$ cat src/rtl/tpu_pkg.sv
// Shared definitions for the TPU host driver: FSM states, bus address map and
// the helper that forms a per-word slot address.
package tpu_pkg;

  typedef enum logic [2:0] {
    LOAD_A = 3'd0,
    LOAD_B = 3'd1,
    LOAD_C = 3'd2,
    MATMUL = 3'd3,
    WAIT   = 3'd4,
    READ_C = 3'd5
  } state_e;

  localparam int          DEFAULT_DIM = 8;
  localparam logic [15:0] A_BASE      = 16'h0100;
  localparam logic [15:0] B_BASE      = 16'h0200;
  localparam logic [15:0] C_BASE      = 16'h0300;
  localparam logic [15:0] MM_ADDR     = 16'h0400;

  // Each job word occupies one 8-byte slot above its region base.
  function automatic logic [15:0] slot_addr(input logic [15:0] base, input int unsigned k);
    return base + 16'(k << 3);
  endfunction

endpackage

$ cat src/rtl/tpu_host_driver_if.sv
// Job-word input stream, result output stream and TPU bus of the host driver.
// Streams use valid/ready: a word moves on a rising edge where both are high;
// valid must not depend on ready, and data holds while valid && !ready.
interface tpu_host_driver_if #(
  parameter int ADDRW = 16,
  parameter int DATAW = 64
);
  logic             in_valid;
  logic             in_ready;
  logic [DATAW-1:0] in_data;
  logic             out_valid;
  logic             out_ready;
  logic [DATAW-1:0] out_data;
  logic             tpu_r_w;
  logic [ADDRW-1:0] tpu_addr;
  logic [DATAW-1:0] tpu_dataIn;
  logic [DATAW-1:0] tpu_dataOut;

  modport master (
    input  in_valid, in_data, out_ready, tpu_dataOut,
    output in_ready, out_valid, out_data, tpu_r_w, tpu_addr, tpu_dataIn
  );

  modport slave (
    output in_valid, in_data, out_ready, tpu_dataOut,
    input  in_ready, out_valid, out_data, tpu_r_w, tpu_addr, tpu_dataIn
  );
endinterface

$ cat src/rtl/tpu_host_driver.sv
// Host-side sequencer: streams A, B and C into the TPU, triggers MatMul, waits
// for the array to settle, then reads C back out onto the result stream.
module tpu_host_driver
  import tpu_pkg::*;
#(
  parameter int DIM         = DEFAULT_DIM,
  parameter int ADDRW       = 16,
  parameter int DATAW       = 64,
  parameter int WAIT_CYCLES = 3 * DIM
) (
  input  logic                clk,
  input  logic                rst_n,
  input  logic                abort,
  tpu_host_driver_if.master   bus,
  output logic                busy,
  output logic                job_done,
  output state_e              dbg_state
);

  localparam int CMAX = (2 * DIM > WAIT_CYCLES) ? 2 * DIM : WAIT_CYCLES;
  localparam int CW   = $clog2(CMAX + 1);

  state_e           state_q, state_d;
  logic [CW-1:0]    k_q, k_d;
  logic [CW-1:0]    w_q, w_d;
  logic             out_valid_q, out_valid_d;
  logic [DATAW-1:0] out_data_q, out_data_d;
  logic             job_done_q, job_done_d;

  logic             in_ready_c;
  logic             r_w_c;
  logic [ADDRW-1:0] addr_c;
  logic [DATAW-1:0] din_c;
  logic [15:0]      base_c;
  logic [CW-1:0]    last_k_c;
  state_e           next_c;

  // Bus activity is also gated by rst_n so nothing is written while reset is held.
  always_comb begin
    state_d     = state_q;
    k_d         = k_q;
    w_d         = w_q;
    out_valid_d = out_valid_q;
    out_data_d  = out_data_q;
    job_done_d  = 1'b0;
    in_ready_c  = 1'b0;
    r_w_c       = 1'b0;
    addr_c      = '0;
    din_c       = '0;
    base_c      = A_BASE;
    last_k_c    = CW'(DIM - 1);
    next_c      = LOAD_B;

    case (state_q)
      LOAD_B:  begin base_c = B_BASE; next_c = LOAD_C; end
      LOAD_C:  begin base_c = C_BASE; next_c = MATMUL; last_k_c = CW'(2 * DIM - 1); end
      READ_C:  begin base_c = C_BASE; next_c = LOAD_A; last_k_c = CW'(2 * DIM - 1); end
      default: ;
    endcase

    if (bus.out_ready) out_valid_d = 1'b0;

    case (state_q)
      LOAD_A, LOAD_B, LOAD_C: begin
        in_ready_c = rst_n && !abort;
        if (in_ready_c && bus.in_valid) begin
          r_w_c  = 1'b1;
          addr_c = ADDRW'(slot_addr(base_c, 32'(k_q)));
          din_c  = bus.in_data;
          if (k_q == last_k_c) begin
            state_d = next_c;
            k_d     = '0;
          end else begin
            k_d = k_q + 1'b1;
          end
        end
      end
      MATMUL: begin
        if (rst_n && !abort) begin
          r_w_c  = 1'b1;
          addr_c = ADDRW'(MM_ADDR);
        end
        state_d = WAIT;
        w_d     = '0;
      end
      WAIT: begin
        if (w_q == CW'(WAIT_CYCLES - 1)) begin
          state_d = READ_C;
          k_d     = '0;
          w_d     = '0;
        end else begin
          w_d = w_q + 1'b1;
        end
      end
      READ_C: begin
        if (rst_n && !abort && (!out_valid_q || bus.out_ready)) begin
          addr_c      = ADDRW'(slot_addr(base_c, 32'(k_q)));
          out_valid_d = 1'b1;
          out_data_d  = bus.tpu_dataOut;
          if (k_q == last_k_c) begin
            state_d    = LOAD_A;
            k_d        = '0;
            job_done_d = 1'b1;
          end else begin
            k_d = k_q + 1'b1;
          end
        end
      end
      default: begin
        state_d = LOAD_A;
        k_d     = '0;
      end
    endcase

    if (abort) begin
      state_d     = LOAD_A;
      k_d         = '0;
      w_d         = '0;
      out_valid_d = 1'b0;
      out_data_d  = out_data_q;
      job_done_d  = 1'b0;
    end
  end

  always_ff @(posedge clk or negedge rst_n) begin
    if (!rst_n) begin
      state_q     <= LOAD_A;
      k_q         <= '0;
      w_q         <= '0;
      out_valid_q <= 1'b0;
      out_data_q  <= '0;
      job_done_q  <= 1'b0;
    end else begin
      state_q     <= state_d;
      k_q         <= k_d;
      w_q         <= w_d;
      out_valid_q <= out_valid_d;
      out_data_q  <= out_data_d;
      job_done_q  <= job_done_d;
    end
  end

  assign bus.in_ready   = in_ready_c;
  assign bus.out_valid  = out_valid_q;
  assign bus.out_data   = out_data_q;
  assign bus.tpu_r_w    = r_w_c;
  assign bus.tpu_addr   = addr_c;
  assign bus.tpu_dataIn = din_c;
  assign busy           = !(state_q == LOAD_A && k_q == '0);
  assign job_done       = job_done_q;
  assign dbg_state      = state_q;

endmodule

$ cat src/flat_wrapper.sv
// flat-port wrapper written by rule: the top's interface ports become plain ports
module tpu_host_driver_flat import tpu_pkg::*;
#(
  parameter int DIM         = DEFAULT_DIM,
  parameter int ADDRW       = 16,
  parameter int DATAW       = 64,
  parameter int WAIT_CYCLES = 3 * DIM
)
  (clk, rst_n, abort, busy, job_done, dbg_state, bus_in_valid, bus_in_data, bus_out_ready, bus_tpu_dataOut, bus_in_ready, bus_out_valid, bus_out_data, bus_tpu_r_w, bus_tpu_addr, bus_tpu_dataIn);
  tpu_host_driver_if #(.ADDRW(ADDRW), .DATAW(DATAW)) bus_i ();
  input  logic clk;
  input  logic rst_n;
  input  logic abort;
  output logic busy;
  output logic job_done;
  output state_e dbg_state;
  input wire logic [$bits(bus_i.in_valid)-1:0] bus_in_valid;
  input wire logic [$bits(bus_i.in_data)-1:0] bus_in_data;
  input wire logic [$bits(bus_i.out_ready)-1:0] bus_out_ready;
  input wire logic [$bits(bus_i.tpu_dataOut)-1:0] bus_tpu_dataOut;
  output wire logic [$bits(bus_i.in_ready)-1:0] bus_in_ready;
  output wire logic [$bits(bus_i.out_valid)-1:0] bus_out_valid;
  output wire logic [$bits(bus_i.out_data)-1:0] bus_out_data;
  output wire logic [$bits(bus_i.tpu_r_w)-1:0] bus_tpu_r_w;
  output wire logic [$bits(bus_i.tpu_addr)-1:0] bus_tpu_addr;
  output wire logic [$bits(bus_i.tpu_dataIn)-1:0] bus_tpu_dataIn;
  assign bus_i.in_valid = bus_in_valid;
  assign bus_i.in_data = bus_in_data;
  assign bus_i.out_ready = bus_out_ready;
  assign bus_i.tpu_dataOut = bus_tpu_dataOut;
  assign bus_in_ready = bus_i.in_ready;
  assign bus_out_valid = bus_i.out_valid;
  assign bus_out_data = bus_i.out_data;
  assign bus_tpu_r_w = bus_i.tpu_r_w;
  assign bus_tpu_addr = bus_i.tpu_addr;
  assign bus_tpu_dataIn = bus_i.tpu_dataIn;
  tpu_host_driver #(.DIM(DIM), .ADDRW(ADDRW), .DATAW(DATAW), .WAIT_CYCLES(WAIT_CYCLES)) u_core (.clk(clk), .rst_n(rst_n), .abort(abort), .bus(bus_i), .busy(busy), .job_done(job_done), .dbg_state(dbg_state));
endmodule
$ cat config.mk
export PLATFORM = sky130hd
export DESIGN_NAME = tpu_host_driver_flat
export DESIGN_NICKNAME = d
export VERILOG_FILES = /design/src/rtl/tpu_pkg.sv /design/src/rtl/tpu_host_driver_if.sv /design/src/rtl/tpu_host_driver.sv /design/src/flat_wrapper.sv
export SDC_FILE = /design/constraint.sdc
export NUM_CORES = 1
export LEC_CHECK = 0
export ABC_CLOCK_PERIOD_IN_PS = 2100
export BUFFER_PORTS_ARGS = -buffer_cell sky130_fd_sc_hd__buf_2
export CORE_AREA = 2 2 109 111
export CTS_BUF_LIST = sky130_fd_sc_hd__clkbuf_16
export DETAILED_ROUTE_END_ITERATION = 8
export DIE_AREA = 0 0 111 113
export PLACE_DENSITY = 0.75
export RECOVER_POWER = 100
export SLEW_MARGIN = 25
export SYNTH_ARGS = -nofsm -noshare
export SYNTH_HDL_FRONTEND = slang
export SYNTH_SLANG_ARGS = --single-unit
$ cat constraint.sdc
create_clock -name clk -period 2.1 [get_ports clk]
set_input_delay 0.21 -clock clk [delete_from_list [all_inputs] [get_ports clk]]
set_output_delay 0.21 -clock clk [all_outputs]
set_load 0.01 [all_outputs]
# ---- After elaboration in Yosys (flattened, before gate mapping)
# Cells that the tools add are included.
dict set report op_classes {
  addsub 3
  eq_ne 13
  n_mux 37
  n_bitwise 1
  n_reduce_logical 16
}
# cell count
set op_table {}
lappend op_table {{64-bit two-way mux} 2}
lappend op_table {{16-bit case mux with 3 select lines} 1}
lappend op_table {{5-bit two-way mux} 7}
lappend op_table {{16-bit two-way mux} 2}
lappend op_table {{10-bit case mux with 2 select lines} 1}
lappend op_table {{5-bit case mux with 4 select lines} 1}
lappend op_table {{3-bit two-way mux} 6}
lappend op_table {{3-bit by 2-bit != test with 1-bit output (second input constant)} 5}
lappend op_table {{3-bit case mux with 4 select lines} 1}
lappend op_table {{10-bit by 8-bit adder with 11-bit output} 1}
lappend op_table {{1-bit two-way mux} 11}
lappend op_table {{11-bit two-way mux} 1}
lappend op_table {{5-bit by 1-bit adder with 5-bit output (second input constant)} 2}
lappend op_table {{5-bit case mux with 2 select lines} 1}
lappend op_table {{3-bit by 2-bit == test with 1-bit output (second input constant)} 2}
lappend op_table {{3-bit == test (second input constant)} 2}
lappend op_table {{5-bit by 4-bit == test with 1-bit output} 1}
lappend op_table {{5-bit == test (second input constant)} 1}
lappend op_table {{5-bit logical NOT} 1}
lappend op_table {{5-bit AND reduction} 1}
lappend op_table {{1-bit logical AND} 4}
lappend op_table {{4-bit two-way mux} 1}
lappend op_table {{2-bit case mux with 2 select lines} 1}
lappend op_table {{4-bit AND reduction} 1}
lappend op_table {{other kinds (11)} 13}
dict set report word_totals {
  reg_bits 79
  input_bits 133
  output_inout_bits 152
  wordCells 76
}

# ---- Longest topological paths before layout
dict set report depth {
  depth_word 8
  mapped_depth 7
  mapped_depth_nobuf 6
}

# ---- Least setup slack after synthesis
# OpenSTA, ideal clock, no wires.
dict set report synth_path {
  kind {reg2reg}
  start {reg u_core.state_q[0], in the netlist u_core.dbg_state[0]}
  end {reg u_core.state_q[0], in the netlist u_core.dbg_state[0]}
  setup_ps 125
  arrival_ps 1712
  t_required_ps 1975
  setup_slack_ps 263
  path_stages_with_launch 7
  path_buffers 1
  period_less_slack_ps 1837
  cell_sequence {dfrtp_1 > buf_6 > or4b_4 > nor2b_4 > nor3_2 > nand2_4 > mux2_4}
}
dict set report synth_via {
  elab_chain_len 6
  word_cells_on_any_way 21
  cone_classes {eq/ne (11); mux (6); reduce/logical (4)}
}
# element line_no
set synth_rtl {}
lappend synth_rtl {{start, declared} tpu_host_driver.sv:23} ;# state_e state_q, state_d;
lappend synth_rtl {{start signal, assigned} tpu_host_driver.sv:134} ;# state_q <= state_d;
lappend synth_rtl {{3-bit by 2-bit == test with 1-bit output (tied with other cells)} {tpu_host_driver.sv:54, tpu_host_driver.sv:63}}
lappend synth_rtl {{2-bit OR reduction (no line) or 2-bit case mux with 2 select lines (tied branches)} n/a}
lappend synth_rtl {{4-bit two-way mux or 3-bit two-way mux (tied branches)} {tpu_host_driver.sv:54, tpu_host_driver.sv:70}}
lappend synth_rtl {{5-bit by 4-bit == test with 1-bit output or 3-bit two-way mux (tied branches)} {tpu_host_driver.sv:70, tpu_host_driver.sv:100, tpu_host_driver.sv:66}}
lappend synth_rtl {{3-bit by 2-bit != test with 1-bit output (no line) or 3-bit case mux with 4 select lines (tied branches)} n/a}
lappend synth_rtl {{5-bit AND reduction (no line) or 3-bit two-way mux (tied branches)} n/a}
# Parallel ways exist; a longest one is shown, timed or not. The select of a mux whose other input is x is not followed.
# A chain may end at the register's enable or synchronous reset.

# ---- Final worst setup path
dict set report layout_path {
  start {reg u_core.state_q[1], in the netlist u_core.dbg_state[1]}
  end {out bus_tpu_dataIn[37]}
}
dict set report layout_via {
  elab_chain_len 3
  word_cells_on_any_way 5
  cone_classes {eq/ne (2); mux (1); reduce/logical (2)}
}
# element line_no
set layout_rtl {}
lappend layout_rtl {{3-bit by 1-bit == test with 1-bit output (tied with other cells)} tpu_host_driver.sv:63} ;# case (state_q)
lappend layout_rtl {{3-bit OR reduction (*)} tpu_host_driver.sv:63}
lappend layout_rtl {{64-bit two-way mux (*)} tpu_host_driver.sv:63}
lappend layout_rtl {{end, declared} flat_wrapper.sv:26} ;# output wire logic [$bits(bus_i.tpu_dataIn)-1:0] bus_tpu_dataIn;
# Every way passes the cells marked *; elsewhere a longest branch is shown, timed or not.

==> flow_summary.ini <==
[critical_path]
reg2reg_depth = 6
r2r_end = u_core.dbg_state[0]
crit_path_end = bus_tpu_dataIn[37]
startpoint = u_core.dbg_state[1]
reg2reg_from = u_core.dbg_state[0]
cp_data_arrival_time_ps = 1840
cp-start-kind = flip-flop
critPathMaxFanout = 14
worst_setup_path_end_kind = output pin
reg2reg_setup_slack_ps = 60
cp.required_ps = 1890
critical_path_class = reg2out

[timing]
fmaxAchievable_mhz = 488
min_period_ps = 2050
tns_ps = 0
slew_viol_final = 0
post-route-period-util = 0.976
clock_skew_ps = 9.57
holdWs_ps = 84.4
hold_viol = 0
worst_pin_slew_ps = 792
timing.final.setup_violations = 0
max_slew_margin = 0.472
setup_ws_ps = 50.8

[logic_synthesis]
synth_common_cells = dfrtp_1 (79), and2_1 (66), mux2_1 (39), mux2_2 (25), nor2_1 (15)
synth_top_cell_by_area = dfrtp_1
synth_cells = 334
synth.cell_area_um2 = 3960
synth_most_common_cell = dfrtp_1
synth.distinct_cells = 53
yosysWarnings = 0
avgSynthCellArea_um2 = 11.9
synth_top_area_frac = 0.499
yosysSeqAreaShare = 0.499
ys_seq_elements = 79
synth_area_leaders = dfrtp_1 (50%), mux2_1 (11%), and2_1 (10%), mux2_2 (7.1%), buf_4 (2.7%)
ys.flop_type = dfrtp_1
synthArstFlopShare = 1.00
synth_edf_count = 0

[power]
p_switching_mw = 2.00
peakVddDrop_mv = 0.682
p_per_area_nw_per_um2 = 994
p_total_mw = 5.83
clockPowerShare = 0.253
seqPwrFrac = 0.410
p_int_mw = 3.83
combPwrFrac = 0.336
sw_frac_of_total = 0.343
p_leak_nw = 3.18

[floorplanning]
coreArea_um2 = 11300
boundaryPins = 285
die_w_um = 111
die_area_um2 = 12500
dieHeight_um = 113
row_count = 39
start_util = 0.352

[drt]
via_per_inst = 4.73
dr_wl_met3_um = 958
wire_per_inst_um = 15.9
post-route-drc-count = 0
top_layer = met4
drt_first_pass_iters = 4
drt-met1-wl_um = 4150
met2_length_um = 7070
routed_wl_um = 12300
first_iter_violations = 280
num_vias = 3653
antenna_left = 0

[clocking]
ctsLongestPathBuffers = 2
cts.htree.levels = 3
clkLatencyLatePin_ps = 340
cts_tree = yes
cts.clk_slew.worst_paths_ps = 70
cts-root-buf = clkbuf_16
cts_buffers = 9
clock_sinks = 79

[placed_design]
io_buffer_count = 276
post-dp-hpwl_um = 9610
gp_congestion = 0.936
pre_cts_slack_ps = 53.7
dp_cells = 743
place_area_um2 = 5480

[flow_run]
maxCapViolations = 0

[global_routing]
antenna_found_initial = 0
grt-ovfl-total = 0
grt_pass1_vias = 3727
grt_first_pass_wirelength_um = 18600
grt_max_degree = 65
grt_use_total = 0.188

[layout]
num_antenna_cells = 0
fin_nets = 760
fin_area_um2 = 5870
final_util = 0.521
drive_above_1_share = 0.467
stdcell_count = 772
area_growth_pct = 48.1

[outcome]
outcome = completed

[min_path]
worst_hold_path_type = in2reg
-- metal layers --
metal	up-vias	GRT usage
met5	-	0
met4	0	0.0567
met3	10	0.0434
met2	193	0.384
met1	1737	0.188
li1	1713	-
-- power groups by stage --
stage / sequential [mW] / combinational, mW / clock (mW)
2_1_floorplan: 2.64 / 0.789 / 0
3_3_place_gp: 2.38 / 1.92 / 0
3_5_place_dp: 2.43 / 1.98 / 0
4_1_cts: 2.37 / 2.07 / 1.52
5_1_grt: 2.47 / 2.14 / 1.60
6_report: 2.39 / 1.96 / 1.48
-- area by class of cell --
type / instances / area (um2)
fill: 1043 / 5400
sequential: 79 / 1980
multi-input combinational: 228 / 1850
timing repair buffer: 299 / 1550
clock buffer: 9 / 225
tap: 143 / 179
clock inverter: 7 / 62.6
inverter: 7 / 26.3
-- critical path: stages, from the launching register on --
cell and delay, ps:
dfrtp_2 440, a211o_4 370, nor2_4 110, buf_12 130, buf_12 120, and2_1 180, buf_2 150
-- how the worst min path moves through the flow --
stage	slack, ps	from	to	cells past startpoint
floorplan	-90	rst_n	u_core.bus.out_data[0]	0
global placement	60	rst_n	u_core.dbg_state[2]	1
detailed placement	60	rst_n	u_core.dbg_state[2]	1
CTS	70	bus_tpu_dataOut[61]	u_core.bus.out_data[61]	2
global route	70	bus_tpu_dataOut[32]	u_core.bus.out_data[32]	2
finish	80	bus_tpu_dataOut[61]	u_core.bus.out_data[61]	2
-- flip-flops by register name (all words and copies together), names as in the netlist --
signal / flops
u_core.w_q: 5
u_core.bus.out_valid: 1
u_core.dbg_state: 3
u_core.job_done: 1
u_core.k_q: 5
u_core.bus.out_data: 64
-- cells by family after synthesis --
logic type               share of synthesized area
other                                     0.000946
multiplexers                                 0.191
adder cells (fa/ha/maj)                    0.00947
AO/OA/AOI/OAI                               0.0508
flip-flops                                   0.499
buffers and inverters                       0.0515
AND/OR/NAND/NOR                              0.198
-- layout by cell type (no fill, tap or decap), drive strengths merged, types with 2 or more instances in the layout --
cell type	Yosys	final
ha	3	3
nand2	7	7
nor4	3	3
nor2b	6	6
o21ai	6	6
mux2	65	65
and2	66	66
inv	7	12
nor2	15	15
nor3	3	3
a211oi	4	4
dfrtp	79	79
nand3	5	5
o2bb2ai	2	2
clkbuf	6	80
a21oi	5	5
conb	1	8
nor3b	3	3
nand3b	3	3
a211o	2	2
nand2b	4	4
clkinv	0	2
buf	21	227
mux2i	2	2
-- timing repair --
item | in CTS | in global routing
hold buffers | 1 | 0
cloned | 0 | 3
hold endpoints to repair | 18 | 0
pin swaps | 0 | 4
buffers inserted | 6 | 4
resized for setup | 5 | 11
endpoints found under the setup margin | 72 | 19
Note: power is estimated with default switching activity, not from simulation.
